--- src/rtl/circle_raster.sv ---
// circle_raster: midpoint circle outline rasteriser feeding a linear framebuffer.
//
// A start pulse in IDLE latches the centre, radius and colour. The engine then
// walks the midpoint-circle iterations. Each iteration presents the eight
// symmetric octant pixels, one per cycle (PLOT), and then advances x, y and the
// decision variable (STEP). It finishes with a one-cycle done pulse (DONE).
// Pixels that fall outside the framebuffer still consume their cycle, but
// wr_en stays low for them.
//
// Ports
//   clk       in   single clock, rising edge
//   rst       in   synchronous active-high reset
//   start     in   one-cycle draw request, honoured only in IDLE
//   cx, cy    in   circle centre (unsigned)
//   radius    in   circle radius (unsigned)
//   color     in   colour index to write
//   wr_stall  in   framebuffer back-pressure; holds a pending write
//   wr_en     out  pixel write strobe
//   wr_addr   out  linear pixel address y*FB_W+x (0 when no write)
//   wr_data   out  colour index (0 when no write)
//   busy      out  high from the cycle after start until the done cycle
//   done      out  one-cycle completion pulse
module circle_raster #(
  parameter int FB_W = 640,
  parameter int FB_H = 480,
  parameter int CW   = 3
) (
  input  logic          clk,
  input  logic          rst,
  input  logic          start,
  input  logic [9:0]    cx,
  input  logic [8:0]    cy,
  input  logic [8:0]    radius,
  input  logic [CW-1:0] color,
  input  logic          wr_stall,
  output logic          wr_en,
  output logic [18:0]   wr_addr,
  output logic [CW-1:0] wr_data,
  output logic          busy,
  output logic          done
);

  localparam logic signed [10:0] FB_W_S = 11'(FB_W);
  localparam logic signed [10:0] FB_H_S = 11'(FB_H);

  typedef enum logic [1:0] {S_IDLE, S_PLOT, S_STEP, S_DONE} state_t;

  state_t               state_q, state_d;
  logic [9:0]           cx_q, cx_d;
  logic [8:0]           cy_q, cy_d;
  logic [CW-1:0]        color_q, color_d;
  logic signed [10:0]   x_q, x_d;
  logic signed [10:0]   y_q, y_d;
  logic signed [10:0]   d_q, d_d;
  logic [2:0]           oct_q, oct_d;

  // current pixel
  logic signed [10:0]   dx, dy, px, py;
  logic                 visible;
  logic [18:0]          pix_addr;

  // midpoint step candidates
  logic signed [10:0]   y_inc, x_dec, x_step, d_step;

  // Octant offset selection and clipping of the pixel presented this cycle.
  // A cx+x overflow of the 11-bit sum wraps negative and is clipped as off-screen.
  always_comb begin
    dx = x_q;
    dy = y_q;
    case (oct_q)
      3'd0: begin dx =  x_q; dy =  y_q; end
      3'd1: begin dx =  y_q; dy =  x_q; end
      3'd2: begin dx = -y_q; dy =  x_q; end
      3'd3: begin dx = -x_q; dy =  y_q; end
      3'd4: begin dx = -x_q; dy = -y_q; end
      3'd5: begin dx = -y_q; dy = -x_q; end
      3'd6: begin dx =  y_q; dy = -x_q; end
      default: begin dx = x_q; dy = -y_q; end
    endcase
    px       = $signed({1'b0, cx_q}) + dx;
    py       = $signed({2'b00, cy_q}) + dy;
    visible  = !px[10] && (px < FB_W_S) && !py[10] && (py < FB_H_S);
    pix_addr = 19'(py[8:0]) * 19'(FB_W) + 19'(px[9:0]);
  end

  // Midpoint decision update. The "else" branch uses the already-decremented x.
  always_comb begin
    y_inc  = y_q + 11'sd1;
    x_dec  = x_q - 11'sd1;
    x_step = d_q[10] ? x_q : x_dec;
    d_step = d_q[10] ? (d_q + (y_inc <<< 1) + 11'sd1)
                     : (d_q + ((y_inc - x_dec) <<< 1) + 11'sd1);
  end

  // State register
  always_ff @(posedge clk) begin
    if (rst) begin
      state_q <= S_IDLE;
      cx_q    <= '0;
      cy_q    <= '0;
      color_q <= '0;
      x_q     <= '0;
      y_q     <= '0;
      d_q     <= '0;
      oct_q   <= '0;
    end else begin
      state_q <= state_d;
      cx_q    <= cx_d;
      cy_q    <= cy_d;
      color_q <= color_d;
      x_q     <= x_d;
      y_q     <= y_d;
      d_q     <= d_d;
      oct_q   <= oct_d;
    end
  end

  // Next-state and datapath update
  always_comb begin
    state_d = state_q;
    cx_d    = cx_q;
    cy_d    = cy_q;
    color_d = color_q;
    x_d     = x_q;
    y_d     = y_q;
    d_d     = d_q;
    oct_d   = oct_q;
    unique case (state_q)
      S_IDLE: begin
        if (start) begin
          cx_d    = cx;
          cy_d    = cy;
          color_d = color;
          x_d     = $signed({2'b00, radius});
          y_d     = '0;
          d_d     = 11'sd1 - $signed({2'b00, radius});
          oct_d   = '0;
          state_d = S_PLOT;
        end
      end
      S_PLOT: begin
        // Only a visible pixel can be stalled; clipped slots always advance.
        if (!(visible && wr_stall)) begin
          if (oct_q == 3'd7) begin
            oct_d   = '0;
            state_d = S_STEP;
          end else begin
            oct_d = oct_q + 3'd1;
          end
        end
      end
      S_STEP: begin
        x_d     = x_step;
        y_d     = y_inc;
        d_d     = d_step;
        oct_d   = '0;
        state_d = (x_step < y_inc) ? S_DONE : S_PLOT;
      end
      S_DONE: begin
        state_d = S_IDLE;
      end
    endcase
  end

  // Outputs
  always_comb begin
    wr_en   = 1'b0;
    wr_addr = '0;
    wr_data = '0;
    busy    = (state_q != S_IDLE);
    done    = (state_q == S_DONE);
    if (state_q == S_PLOT && visible) begin
      wr_en   = 1'b1;
      wr_addr = pix_addr;
      wr_data = color_q;
    end
  end

endmodule

--- config.mk ---
export PLATFORM = sky130hd
export DESIGN_NAME = circle_raster
export DESIGN_NICKNAME = d
export VERILOG_FILES = /design/src/rtl/circle_raster.sv
export SDC_FILE = /design/constraint.sdc
export NUM_CORES = 1
export LEC_CHECK = 0
export CAP_MARGIN = 10
export CORE_ASPECT_RATIO = 1.5
export CORE_MARGIN = 3
export CORE_UTILIZATION = 65
export DETAILED_ROUTE_END_ITERATION = 12
export PLACE_DENSITY = 0.88
export SLEW_MARGIN = 20
export SYNTH_ARGS = -nofsm -noshare
export SYNTH_HDL_FRONTEND = slang
export SYNTH_SLANG_ARGS = --single-unit
--- constraint.sdc ---
create_clock -name clk -period 14.8 [get_ports clk]
set_input_delay 3.7 -clock clk [delete_from_list [all_inputs] [get_ports clk]]
set_output_delay 3.7 -clock clk [all_outputs]
set_load 0.005 [all_outputs]
**Word level (Yosys, flattened, before mapping)**

Cells that the tools add are included.

- Add/sub/neg operators: 14
- $mul: 1
- Magnitude comparators: 3
- Eq/ne operators: 13
- Mux-type cells: 22
- Reduce and logical (&&, ||, !) cells: 22

Operator list:

| cell | count |
|---|---|
| $pmux 11 s2 | 3 |
| $pmux 11 s3 | 2 |
| $mux 11 | 5 |
| $add 11x11->11 | 3 |
| $add 11x2->11 const B | 3 |
| $neg 11->11 | 2 |
| $add 19x10->19 | 1 |
| $mux 19 | 1 |
| $eq 3x3->1 const B | 4 |
| $mul 9x3->12 const B | 1 |
| $mux 3 | 4 |
| $reduce_or 2->1 | 6 |
| $add 10x11->11 | 1 |
| $lt 11x10->1 const B | 1 |
| $lt 11x11->1 | 1 |
| $lt 11x11->1 const B | 1 |
| $sub 11x2->11 const B | 1 |
| $sub 1x9->10 const A | 1 |
| $sub 10x10->10 | 1 |
| $pmux 3 s3 | 1 |
| $mux 2 | 4 |
| $pmux 2 s4 | 1 |
| $eq 3x2->1 const B | 2 |
| $ne 2x2->1 const B | 3 |
| other kinds (13) | 22 |

- Register bits: 60
- Input port bits: 35
- Output and inout port bits: 25
- Word-level logic and storage cells: 83

**Logic depth before layout (Yosys ltp)**

- Depth in word-level cells: 11
- Mapped depth: 25
- Depth with buffers taken out: 24

**Worst setup path after synthesis**

OpenSTA, ideal clock, no wires.

- Path type: register -> output
- Start: register oct_q[2]
- End: output wr_addr[18]
- Data arrival time: 4.903 ns
- Data required time: 11.100 ns
- Slack: 6.197 ns
- Stages on the path, launching flop included: 23
- Buffers on the path: 2
- Cell sequence: dfxtp_1 -> clkbuf_1 -> clkinv_1 -> ha_1 -> or3_1 -> buf_2 -> o21ai_0 -> inv_1 -> fa_1 -> nand3b_1 -> nand2_1 -> xor2_1 -> xnor2_1 -> inv_1 -> ha_1 -> a21o_1 -> a21oi_1 -> o21ai_0 -> a21oi_1 -> xnor2_1 -> nor4b_1 -> o211ai_1 -> a21oi_1

- Longest elaborated chain between the ends: 10
- Elaborated cells between the ends (all ways): 28
- Those cells by class: add/sub (3); mul (1); order compare (2); eq/ne (6); mux (3); reduce/logical (13)

Ends and longest elaborated chain:

| what | line | RTL |
|---|---|---|
| from (decl) | 55 | `logic [2:0] oct_q, oct_d;` |
| from (signal assigned) | 114 | `oct_q <= oct_d;` |
| branches (longest 9 deep; another with $add 19x10->19) | n/a |  |
| $mux 19 (*) | 172 | `if (state_q == S_PLOT && visible) begin` |
| to (decl) | 37 | `output logic [18:0] wr_addr,` |

Every way passes the cells marked *.

**Final worst setup path**

- Start: register y_q[0]
- End: output wr_addr[18]

- Longest elaborated chain between the ends: 9
- Elaborated cells between the ends (all ways): 16
- Those cells by class: add/sub (4); mul (1); order compare (2); mux (3); reduce/logical (6)

Ends and longest elaborated chain:

| what | line | RTL |
|---|---|---|
| from (decl) | 53 | `logic signed [10:0] y_q, y_d;` |
| from (signal assigned) | 112 | `y_q <= y_d;` |
| branches (longest 8 deep; another with $add 19x10->19) | n/a |  |
| $mux 19 (*) | 172 |  |

Marked as above.

==> results.yml <==
logic_synthesis:
  synth_area_per_cell_sq_um: 7.15
  syn_nets: 1161
  synth-edff-count: 0
  synthCells: 1037
  mappedNetlistArea_sq_um: 7410
  synthArstFlopShare_pct: 0
  ys_types: 71
  ys.flop_type: "dfxtp_1"
  synth_seq_cells: 60
  ys.warnings.count: 0
  yosysSeqAreaShare_pct: 16.2
finish:
  nets: 1179
  nFillCells: 866
  area_growth_pct: 12.0
  final_util_pct: 74.7
  layoutNonFillerInstCount: 1207
  layout_common_cells: "127 x nand2_1, 117 x nor2_1, 94 x a21oi_1"
  final_area_sq_um: 8300
  drive_gt1_share_pct: 4.72
  antennaDiodeCount: 0
  final_common_cell: "nand2_1"
clock_network:
  clock_sinks: 60
  clkTransAtPathRegs_ps: 60
  post_cts_buffers: 0
  hold_buffers: 0
  cts-root-buf: "clkbuf_16"
  cts_tree: "yes"
  cts_resized: 0
  clkLatencyLatePin_ps: 340
  h-tree-depth: 3
  clock_path_buffers: 2
  cts_buffers: 9
timing:
  fmax_mhz: 94.4
  rsz0062_at_grt: "no"
  finalSetupTns_ps: 0
  slew_headroom_pct: 29.5
  final_max_slew_viol_count: 0
  hold_viol: 0
  finalCritPeriodShare_pct: 71.6
  finalSetupViolations: 0
  finClkSkew_ps: 6.98
  worst_pin_slew_ps: 1050
  whs_ps: 458
  min_period_ps: 10590
setup_path:
  reg2regPathDepth: 16
  cp_max_fo: 11
  r2r-start: "oct_q[0]"
  crit_arrival_ps: 6890
  endpoint_kind: "output pin"
  crit_path_start_kind: "flop"
  critPathLaunch: "y_q[0]"
  path_class: "flop to output pin"
  timing.rr.end: "state_q[1]"
  worst_ep_required_time_ps: 11100
  r2r_slack_ps: 9330
power:
  ir_drop_v: 0.0000534
  p_leak_nw: 3.54
  power_density_nw_per_um2: 78.4
detailed_routing:
  drt_wl_total_mm: 22.5
  drcViolationCount: 0
  antenna_left: 0
  routedWlPerCell_microns: 18.6
  vias: 7809
  vias_per_cell: 6.47
  first_iter_violations: 829
  first_pass_iters: 7
hold_path:
  min_path_type: "flop to flop"
  min-delay-start: "color_q[2]"
  hold_end: "color_q[2]"
  min_path_cells: 2
run:
  drv_cap: 0
global_route:
  grt.overflow.total: 0
  use_met2_pct: 66.7
  busiest_layer: "met2"
  grt_pass1_wl_mm: 36.3
  first_global_vias: 7537
  grtUsageMet1_pct: 36.5
  use_met3_pct: 5.28
  antenna_found_initial: 0
  grtUsageTotal_pct: 36.0
  grt_max_degree: 60
outcome:
  outcome: "finished clean"
die:
  dieWidth_microns: 93.2
  row_count: 47
  dieArea_sq_um: 12700
  dieHeight_microns: 137
  ios: 60
  initial_core_util_pct: 66.7
  coreArea_sq_um: 11100
placed_design:
  port_buffers: 59
  gp_congestion: 1.03
  numPlacedInstances: 1191
  dpl.hpwl_mm: 17.0
  placed_area_sq_um: 8000
## per-stage QoR
step / power, W / setup slack, ps
after detailed placement: 0.000425 / 4680
after CTS: 0.000646 / 4310
after floorplan: 0.000358 / 6200
final: 0.000651 / 4210
after global routing: 0.000686 / 3620
after global placement: 0.000420 / 4870
## how the worst max path moves through the flow
stage                        endpoint  slack [ps]
after floorplan           wr_addr[18]        6200
after CTS                 wr_addr[18]        4310
after global placement    wr_addr[18]        4870
after global routing      wr_addr[18]        3620
final                     wr_addr[18]        4210
after detailed placement  wr_addr[18]        4680
## cells in the mapped netlist (all sizes together) (9+ instances only)
cell	instances	area, sq um
nand2b	9	56.3
and2	9	56.3
a21oi	95	487
mux2i	10	100
a211oi	9	72.6
o21ai	48	240
inv	52	195
nand2	128	488
nor3b	10	75.1
nor3	24	120
or2	12	75.1
a21o	12	90.1
ha	82	1030
xnor2	46	403
nand3	24	120
nor2b	14	87.6
a22oi	16	120
a31oi	17	106
xor2	47	412
and3	12	75.1
nor2	117	439
o21a	9	67.6
clkbuf	52	195
dfxtp	60	1200
## cell families after synthesis
logic type | synth area share (%)
xor gates and xnor gates | 11.0
buffers and inverters | 5.94
AOI/OAI and AO/OA | 25.0
and+or+nand+nor | 24.3
muxes | 1.81
adders and majority gates | 15.7
DFF | 16.2
## state kept, by name, summed over array words and instances, names as in the netlist
register  cells
state_q       2
oct_q         3
cy_q          9
color_q       3
d_q          11
cx_q         10
y_q          11
x_q          11
## report_power, final
group	leakage [nW]	internal (W)	switching [W]
registers	0.491	0.000170	0.0000104
clock network	0.149	0.000139	0.0000858
logic	2.91	0.000106	0.000140
## area by class of cell
class	count	area [sq um]	share of cell area (%)
multi-input combinational	864	5770	69.5
sequential	60	1200	14.5
timing repair buffer	66	638	7.69
clock buffer	12	256	3.09
inverter	54	203	2.44
tap	147	184	2.22
clock inverter	4	47.5	0.573
## metal layers
| metal | wire length [microns] | part of all wire, % | vias to the layer above |
|---|---|---|---|
| met1 | 7790 | 35 | 3560 |
| met3 | 1440 | 6.4 | 138 |
| met2 | 11600 | 52 | 415 |
| li1 | - | - | 3696 |
| met5 | 0 | 0 | - |
| met4 | 1640 | 7.3 | 0 |
## worst max-delay path: stages (launching register included)
cell	delay [ps]
dfxtp_1	380
inv_1	250
ha_1	270
nor3b_1	870
nand2_1	280
a22oi_1	230
o221ai_1	140
a21oi_1	210
nand2_1	70
a21oi_1	170
a21oi_1	80
ha_1	230
or3_1	370
nor3_1	270
nor3_1	100
or2_2	320
ha_1	280
a21o_1	110
a21oi_1	90
nor3b_1	310
nand3_1	170
nor4b_1	510
o211ai_1	160
a21oi_1	160
clkdlybuf4s50_1	510
No activity file was read; power rests on OpenSTA's default activity.
